### src/rtl/pong_ball_engine.sv
// pong_ball_engine: owns the ball position, velocity, wall/paddle bounces, misses and serve.
// Position advances once per frame on the first vertical-blanking line.
module pong_ball_engine #(
    parameter int H_ACTIVE     = 640,
    parameter int V_ACTIVE     = 480,
    parameter int BALL_SIZE    = 8,
    parameter int SPEED        = 2,
    parameter int P1_X         = 50,
    parameter int P2_X         = 590,
    parameter int PADDLE_W     = 10,
    parameter int PADDLE_H     = 80,
    parameter int SERVE_FRAMES = 60
) (
    input  logic       vga_clk,
    input  logic       rst_n,
    input  logic [9:0] hsp,
    input  logic [9:0] vsp,
    input  logic [9:0] p1_y,
    input  logic [9:0] p2_y,
    output logic [9:0] ball_x,
    output logic [9:0] ball_y,
    output logic       ball_intersect,
    output logic       p1_score,
    output logic       p2_score,
    output logic       in_play
);
    localparam logic [10:0] C_SPEED  = 11'(SPEED);
    localparam logic [10:0] C_BALL   = 11'(BALL_SIZE);
    localparam logic [10:0] C_PAD_H  = 11'(PADDLE_H);
    localparam logic [10:0] C_X_MAX  = 11'(H_ACTIVE - BALL_SIZE);
    localparam logic [10:0] C_Y_MAX  = 11'(V_ACTIVE - BALL_SIZE);
    localparam logic [10:0] C_L_FACE = 11'(P1_X + PADDLE_W);
    localparam logic [10:0] C_R_FACE = 11'(P2_X);
    localparam logic [9:0]  C_X_CTR  = 10'((H_ACTIVE - BALL_SIZE) / 2);
    localparam logic [9:0]  C_Y_CTR  = 10'((V_ACTIVE - BALL_SIZE) / 2);
    localparam logic [9:0]  C_TICK_V = 10'(V_ACTIVE);
    localparam int          CNT_W    = $clog2(SERVE_FRAMES);
    localparam logic [CNT_W-1:0] C_SERVE_LAST = CNT_W'(SERVE_FRAMES - 1);

    typedef enum logic [1:0] {
        S_SERVE = 2'd0,
        S_PLAY  = 2'd1,
        S_MISS  = 2'd2
    } state_t;

    state_t           r_state;
    logic [9:0]       r_ball_x;
    logic [9:0]       r_ball_y;
    logic             r_dx_pos;
    logic             r_dy_pos;
    logic [CNT_W-1:0] r_serve_cnt;
    logic             r_p1_score;
    logic             r_p2_score;
    logic             r_in_play;

    logic        w_tick;
    logic [10:0] w_x;
    logic [10:0] w_y;
    logic [10:0] w_p1;
    logic [10:0] w_p2;
    logic        w_ov1;
    logic        w_ov2;
    logic [9:0]  w_nx;
    logic [9:0]  w_ny;
    logic        w_ndx;
    logic        w_ndy;
    logic        w_miss_l;
    logic        w_miss_r;

    assign w_tick = (hsp == 10'd0) && (vsp == C_TICK_V);
    assign w_x    = {1'b0, r_ball_x};
    assign w_y    = {1'b0, r_ball_y};
    assign w_p1   = {1'b0, p1_y};
    assign w_p2   = {1'b0, p2_y};

    // 11-bit sums keep an out-of-range paddle from wrapping into a false overlap
    assign w_ov1 = (w_y + C_BALL > w_p1) && (w_y < w_p1 + C_PAD_H);
    assign w_ov2 = (w_y + C_BALL > w_p2) && (w_y < w_p2 + C_PAD_H);

    assign ball_intersect = ({1'b0, hsp} >= w_x) && ({1'b0, hsp} < w_x + C_BALL) &&
                            ({1'b0, vsp} >= w_y) && ({1'b0, vsp} < w_y + C_BALL);

    always_comb begin
        w_ny  = r_ball_y;
        w_ndy = r_dy_pos;
        if (r_dy_pos) begin
            if (w_y + C_SPEED > C_Y_MAX) begin
                w_ny  = 10'(C_Y_MAX);
                w_ndy = 1'b0;
            end else begin
                w_ny = 10'(w_y + C_SPEED);
            end
        end else begin
            if (w_y < C_SPEED) begin
                w_ny  = 10'd0;
                w_ndy = 1'b1;
            end else begin
                w_ny = 10'(w_y - C_SPEED);
            end
        end
    end

    always_comb begin
        w_nx     = r_ball_x;
        w_ndx    = r_dx_pos;
        w_miss_l = 1'b0;
        w_miss_r = 1'b0;
        if (!r_dx_pos) begin
            if ((w_x >= C_L_FACE) && (w_x - C_SPEED < C_L_FACE) && w_ov1) begin
                w_nx  = 10'(C_L_FACE);
                w_ndx = 1'b1;
            end else if (w_x < C_SPEED) begin
                w_miss_l = 1'b1;
            end else begin
                w_nx = 10'(w_x - C_SPEED);
            end
        end else begin
            if ((w_x + C_BALL <= C_R_FACE) && (w_x + C_BALL + C_SPEED > C_R_FACE) && w_ov2) begin
                w_nx  = 10'(C_R_FACE - C_BALL);
                w_ndx = 1'b0;
            end else if (w_x + C_SPEED > C_X_MAX) begin
                w_miss_r = 1'b1;
            end else begin
                w_nx = 10'(w_x + C_SPEED);
            end
        end
    end

    always_ff @(posedge vga_clk or negedge rst_n) begin
        if (!rst_n) begin
            r_state     <= S_SERVE;
            r_ball_x    <= C_X_CTR;
            r_ball_y    <= C_Y_CTR;
            r_dx_pos    <= 1'b1;
            r_dy_pos    <= 1'b1;
            r_serve_cnt <= '0;
            r_p1_score  <= 1'b0;
            r_p2_score  <= 1'b0;
            r_in_play   <= 1'b0;
        end else begin
            r_p1_score <= 1'b0;
            r_p2_score <= 1'b0;
            case (r_state)
                S_SERVE: begin
                    if (w_tick) begin
                        if (r_serve_cnt == C_SERVE_LAST) begin
                            r_state     <= S_PLAY;
                            r_in_play   <= 1'b1;
                            r_serve_cnt <= '0;
                        end else begin
                            r_serve_cnt <= r_serve_cnt + 1'b1;
                        end
                    end
                end
                S_PLAY: begin
                    if (w_tick) begin
                        r_ball_y <= w_ny;
                        r_dy_pos <= w_ndy;
                        if (w_miss_l) begin
                            r_state    <= S_MISS;
                            r_in_play  <= 1'b0;
                            r_p2_score <= 1'b1;
                        end else if (w_miss_r) begin
                            r_state    <= S_MISS;
                            r_in_play  <= 1'b0;
                            r_p1_score <= 1'b1;
                        end else begin
                            r_ball_x <= w_nx;
                            r_dx_pos <= w_ndx;
                        end
                    end
                end
                S_MISS: begin
                    // serve heads toward whoever lost the point
                    r_ball_x <= C_X_CTR;
                    r_ball_y <= C_Y_CTR;
                    r_dx_pos <= r_p1_score;
                    r_state  <= S_SERVE;
                end
                default: begin
                    r_state   <= S_SERVE;
                    r_in_play <= 1'b0;
                end
            endcase
        end
    end

    assign ball_x   = r_ball_x;
    assign ball_y   = r_ball_y;
    assign p1_score = r_p1_score;
    assign p2_score = r_p2_score;
    assign in_play  = r_in_play;

endmodule
### config.mk
export PLATFORM = sky130hd
export DESIGN_NAME = pong_ball_engine
export DESIGN_NICKNAME = d
export VERILOG_FILES = /design/src/rtl/pong_ball_engine.sv
export SDC_FILE = /design/constraint.sdc
export NUM_CORES = 1
export LEC_CHECK = 0
export CORE_MARGIN = 2
export CORE_UTILIZATION = 51
export CTS_BUF_LIST = sky130_fd_sc_hd__clkbuf_8 sky130_fd_sc_hd__clkbuf_16
export CTS_CLUSTER_SIZE = 40
export DETAILED_ROUTE_END_ITERATION = 12
export GPL_TIMING_DRIVEN = 1
export HOLD_SLACK_MARGIN = 0.12
export MAX_ROUTING_LAYER = met4
export PLACE_DENSITY = 0.8
export SETUP_SLACK_MARGIN = 0.3
export SLEW_MARGIN = 40
export SYNTH_ARGS = -nofsm -noshare
export SYNTH_HDL_FRONTEND = slang
export SYNTH_SLANG_ARGS = --single-unit
### constraint.sdc
create_clock -name vga_clk -period 3.6 [get_ports vga_clk]
set_input_delay 0.72 -clock vga_clk [delete_from_list [all_inputs] [get_ports vga_clk]]
set_output_delay 0.72 -clock vga_clk [all_outputs]
set_load 0.02 [all_outputs]
### After elaboration in Yosys (flattened, before gate mapping)

Index checks and enable logic that the tools add are counted.

| storage, ports and cells | value |
|---|---|
| bits in registers | 33 |
| word-level logic and storage cells | 118 |

| cells by class | value |
|---|---|
| add/sub/neg operators | 10 |
| $lt $le $gt $ge | 16 |
| equality and inequality tests | 12 |
| muxes and demuxes | 50 |
| bitwise gates (word level) | 1 |
| reduce and logical (&&, ||, !) cells | 20 |

Operator list:

| cell | number |
|---|---|
| $mux 10 | 12 |
| $lt 10x11->1 | 4 |
| $pmux 10 s2 | 2 |
| $mux 1 | 27 |
| $add 10x2->11 const B | 2 |
| $add 10x4->11 const B | 2 |
| $add 10x7->11 const B | 2 |
| $gt 11x10->1 | 2 |
| $gt 11x10->1 const B | 2 |
| $ge 10x10->1 | 2 |
| $lt 10x2->1 const B | 2 |
| $add 11x2->11 const B | 1 |
| $gt 11x9->1 const B | 1 |
| $le 11x10->1 const B | 1 |
| $lt 11x6->1 const B | 1 |
| $sub 10x2->11 const B | 1 |
| $eq 10x9->1 const B | 1 |
| $ge 10x6->1 const B | 1 |
| $logic_and 1x1->1 | 10 |
| $logic_not 10->1 | 1 |
| $mux 2 | 5 |
| $ne 2x2->1 const B | 5 |
| $sub 10x2->10 const B | 1 |
| $ne 4x4->1 const B | 2 |
| 16 further kinds | 19 |

### Logic depth before layout (Yosys ltp)

Gate-level depths: netlist of run 1.

| logic depth | value |
|---|---|
| depth in word-level cells | 11 |
| mapped depth | 15 |
| gate-level depth less buffers | 14 |

### Least setup slack after synthesis of run 1

Ideal clock, no wire load.

| path | value |
|---|---|
| path kind | register -> register |
| start | register r_ball_y[3], in the netlist ball_y[3] |
| end | register r_ball_x[7], in the netlist ball_x[7] |
| data arrival time | 3.500 ns |
| data required time | 3.478 ns |
| path slack | -0.022 ns |
| cell stages (with the launch flop) | 14 |
| path buffers | 0 |
| clock period less this slack | 3.622 ns |
| cell sequence | dfstp_2 ha_1 nand2_1 nor2_1 xnor2_1 ha_1 nand3_1 or3_1 and3_1 a221o_1 or3_4 a31oi_4 o21ai_1 a32o_1 |

| on the way | value |
|---|---|
| cells in the longest elaborated chain, start to end | 10 |
| elaborated cells between the ends (all ways) | 25 |
| those cells by class | 1 x add/sub; 4 x order compare; 4 x eq/ne; 11 x mux; 5 x reduce/logical |

RTL lines:

| what | line | text |
|---|---|---|
| from (decl) | 48 | `logic [9:0] r_ball_y;` |
| from (signal assigned) | 157 | `r_ball_y <= w_ny;` |
| $add 10x4->11 | 77, 78 |  |
| $gt 11x10->1 (on tied branches) | 77, 78 |  |
| $logic_and 1x1->1 (on tied branches) | 77, 78 |  |
| $logic_and 1x1->1 (on tied branches) | 109, 118 |  |
| $mux 10 (on tied branches) | 109, 118 |  |
| $mux 10 | 108 | `if (!r_dx_pos) begin` |
| $mux 10 | 163 | `end else if (w_miss_r) begin` |
| $mux 10 | 159 | `if (w_miss_l) begin` |
| $mux 10 | 156 | `if (w_tick) begin` |
| $pmux 10 s2 | 143 | `case (r_state)` |
| to (signal assigned) | 168 | `r_ball_x <= w_nx;` |
| to (decl) | 47 | `logic [9:0] r_ball_x;` |

Several ways; a longest one is shown, not always the timed one. The select of a mux whose other input is x is not followed.
A chain may end at the register's enable or synchronous reset.

### Worst setup path in the final report of run 1

Same ends and word-level chain as after synthesis.

==> results of run 1 <==
[placed cells by master, fill, tap and decap left out, types with 17 or more instances in the layout]
master,n
sky130_fd_sc_hd__buf_4,84
sky130_fd_sc_hd__ha_1,67
sky130_fd_sc_hd__inv_1,55
sky130_fd_sc_hd__clkdlybuf4s50_1,55
sky130_fd_sc_hd__nand2_1,42
sky130_fd_sc_hd__a21oi_1,37
sky130_fd_sc_hd__o21ai_0,34
sky130_fd_sc_hd__nor2_1,30
sky130_fd_sc_hd__nor3_1,22
sky130_fd_sc_hd__dfrtp_1,19
sky130_fd_sc_hd__nand3_1,18
sky130_fd_sc_hd__xnor2_1,17
[logic make-up (layout without fill, tap and decap cells)]
logic type      count (synthesis)  after routing  synth area share (%)
flops                          31             31                  17.8
fa+ha+maj                      78             78                  21.9
simple gates                  184            184                  21.2
mux                             2              2                 0.450
other cells                     1              2                0.0843
compound gates                177            177                  26.3
xor+xnor                       25             25                  4.92
buf+inv                        78            221                  7.34
[sequential cells by signal (all words and copies together), names as in the netlist]
register,cells
ball_x,9
ball_y,9
r_serve_cnt,6
r_state,2
in_play,1
p1_score,1
p2_score,1
r_dx_pos,1
r_dy_pos,1
[area by class of cell]
type                            instances  area, µm²  share of cell area, %
Clock buffer                            6       82.6                   1.31
Clock inverter                          2       35.0                  0.556
Inverter                               59        221                   3.52
Multi-Input combinational cell        468       3690                   58.5
Sequential cell                        31        791                   12.6
Tap cell                              108        135                   2.15
Timing Repair Buffer                  154       1350                   21.4
[how the worst min path moves through the flow]
stage                                 to  slack, ps  cells past startpoint
after floorplan                ball_x[1]        420                      0
after global placement    r_serve_cnt[4]        480                      1
after detailed placement  r_serve_cnt[4]        490                      1
after CTS                 r_serve_cnt[4]        500                      1
after global routing      r_serve_cnt[4]        520                      1
final                     r_serve_cnt[4]        500                      1
[per-layer routing]
metal / vias to the layer above / wire length (µm) / share of wire [%]
met5: - / 0 / 0
met4: 0 / 915 / 6.0
met3: 88 / 838 / 5.5
met2: 224 / 7630 / 50
met1: 2346 / 5810 / 38
li1: 2398 / - / -
[power breakdown]
part / internal (W) / switching (W) / leakage [nW]
sequential: 0.000349 / 0.00000000246 / 0.374
combinational: 0.000101 / 0.0000869 / 2.37
clock: 0.000224 / 0.000135 / 0.0612
[what timing repair did]
| action | in CTS | in global routing |
|---|---|---|
| setup endpoints to repair | 15 | 16 |
| buffers inserted | 8 | 7 |
| gates resized for setup | 46 | 40 |
| pin swaps | 26 | 7 |
[stage by stage]
stage          instances  setup TNS [ps]
2_1_floorplan        577               0
3_3_place_gp         805           -1060
3_5_place_dp         805           -1540
4_1_cts              821               0
5_1_grt              828           -72.9
6_report             828               0
==> summary.md, run 1 <==
| Metric | Value |
|---|---|
| Run status | `completed` |
| Average cell area after synthesis | `slightly below 8 µm²` |
| Worst setup slack after placement | `-745 ps` |
| Total Power | `a little under 0.0009 W` |
| Number of global-route vias before repair | `5158` |
| Final Hold Vio Count | `0` |
| Synth-to-layout area growth | `41.6%` |
| Transition time at the pin with the least slew margin | `670 ps` |
| Final worst path period share | `between 90% and 100%` |
| Distinct cell type count after synthesis | `between 70 and 80` |
| Total DRC errors in the routed layout | `0` |
| Nets@finish | `between 800 and 900` |
| Crit-path cells | `ha_4 > nand2_4 > nor2_4 > xnor2_2 > ha_1 > nand3_4 > or3_4 > and3_4 > a221o_2 > or3_4 > a31oi_4 > o21ai_2 > a32o_1` |
| Critical Path Start Type | `register` |
| Most heavily used metal layer in global routing | `met2` |
| Family of cells with the greatest summed delay on the critical path | `simple AND/OR/NAND/NOR gates` |
| Data arrival at the endpoint of the critical path | `3750 ps` |
| Critical path depth in cells | `13` |
| Number of synthesized flops with an enable pin | `0` |
| Peak supply drop | `approximately 0.00015 V` |
| Cell type contributing the most total cell area after synthesis | `sky130_fd_sc_hd__ha_1` |
| Total half-perimeter wirelength after legalization and detailed placement | `roughly 11 mm` |
| Synth Instances | `576` |
| FP Rows | `34` |
| Slack of the worst reg-to-reg path | `20 ps` |
| Cell area after placement | `roughly 0.0057 mm²` |
| Max clock buf depth | `2` |
| Number of antenna violations at the first check in global routing | `0` |
| Hold/Removal Path Class | `reg -> reg` |
| Post-Route Hold Slack | `approximately 500 ps` |
| Clock sink count | `31` |
| TritonCTS clock tree | `built` |
| Upper clock frequency limit | `279 MHz` |
| Clock-pin transition on the worst setup and hold timing paths | `70 ps` |
| Port Buf Inserts | `63` |
| Normalized max-slew margin | `a little under three fifths` |
| Fraction of met2 tracks used by global routing | `a little under three fifths` |
| Die extent in y | `97.4 µm` |
| Total die area | `~0.0095 mm²` |
| Placer congestion estimate | `just under 1` |
| Nature of the critical path endpoint | `register` |
| Top cells by instance count after synthesis | `sky130_fd_sc_hd__ha_1 (78), sky130_fd_sc_hd__inv_1 (57), sky130_fd_sc_hd__nand2_1 (45), sky130_fd_sc_hd__a21oi_1 (42), sky130_fd_sc_hd__o21ai_0 (42)` |
| Number of max-slew violations in the final report | `0` |
| Fraction of the core area covered by cells at the end of the flow | `~73%` |
| Worst path slowest cell | `sky130_fd_sc_hd__dfstp_2` |
| Largest net degree at the start of global routing | `32` |
| Critical path buffers and inverters | `0` |
| Power per standard cell area | `between 100 and 150 mW/mm²` |
| Setup repair after global routing missed its margin | `true` |
| Count of antenna-violating nets left after detailed routing | `0` |
| Fin Clk Skew | `between 5 and 6 ps` |
| Share of flip-flops with an asynchronous set or reset | `100%` |
| Critical hold path startpoint | `r_serve_cnt[4]` |
| Detailed Route Iter0 Violations | `around 250` |
| I/O pins | `66` |
| Post-route worst setup slack | `about 18 ps` |
| Number of warnings issued by yosys | `0` |
| Met1 demand-to-capacity share in global routing | `34.1%` |
| Total wire length | `around 15 mm` |
| Width of the chip | `slightly below 100 µm` |
| Area share of the leading cell type in the synthesized netlist | `a little over a fifth` |
| End of the worst register-to-register path | `ball_x[7]` |
| Post-route cell area | `0.00630 mm²` |
| Number of CTS-inserted buffers | `5` |
| Initial DRT Pass Iterations | `4` |
| Critical path endpoint | `ball_x[7]` |
| Origin of the worst setup path | `ball_y[3]` |
| # setup viols final | `0` |
| Critical setup path kind | `reg -> reg` |
| Post-CTS Hold Buffers | `0` |
| Critical Path Fanout Max | `4` |
| Startpoint of the worst register-to-register path | `ball_y[3]` |
| Post-synth top flop | `sky130_fd_sc_hd__dfrtp_1` |
| Core area | `0.00859 mm²` |
| Path depth of the worst reg2reg path | `13` |
| Cell seen most often among critical-path stages | `sky130_fd_sc_hd__or3_4` |
| Clock latency of the later-clocked register in the worst-skew pair | `280 ps` |
| Antenna Diode Count | `0` |
| Global-route wire length before repair | `around 23 mm` |
| Max Cap Violations | `0` |
| Maximum single-stage delay on the critical path | `approximately 630 ps` |
| Pleak | `~2.8 nW` |
| Overall global routing resource usage | `a little under a third` |
| WP data required | `around 3800 ps` |
| Overall overflow remaining after global route | `0` |
| Vias per cell | `just over 6` |
| Share of post-route cells with drive strength above 1 | `24.6%` |
| Sequential share of the synthesized area | `between 10% and 20%` |
| Root buffer cell | `sky130_fd_sc_hd__clkbuf_8` |
| Post-synthesis instance area | `~0.0044 mm²` |
| Min cycle time layout | `3580 ps` |
| Global-route track usage on met3 | `about 3.7%` |
| Initial core utilization | `between 50% and 60%` |
| Mean routed wirelength per cell | `around 18 µm` |
| FILL cells | `around 630` |
| Top area cells in the synthesized netlist | `sky130_fd_sc_hd__ha_1 (22%), sky130_fd_sc_hd__dfrtp_1 (11%), sky130_fd_sc_hd__dfstp_2 (7.1%)` |
| Number of vias after detailed routing | `5056` |
| Number of flip-flops and latches in the synthesized netlist | `31` |
| Most frequent cell after synthesis | `sky130_fd_sc_hd__ha_1` |
| Deepest level of the CTS H-tree | `2` |
Note: power is estimated with default switching activity, not from simulation.
==> run 2, diff against run 1 <==
--- a/config.mk
+++ b/config.mk
@@ -15,7 +15,7 @@
 export MAX_ROUTING_LAYER = met4
 export PLACE_DENSITY = 0.8
 export SETUP_SLACK_MARGIN = 0.3
-export SLEW_MARGIN = 40
+export SLEW_MARGIN = 30
 export SYNTH_ARGS = -nofsm -noshare
 export SYNTH_HDL_FRONTEND = slang
 export SYNTH_SLANG_ARGS = --single-unit
==> results of run 2 <==
Same layout as run 1: the final DEF is identical, and so are final timing and power.
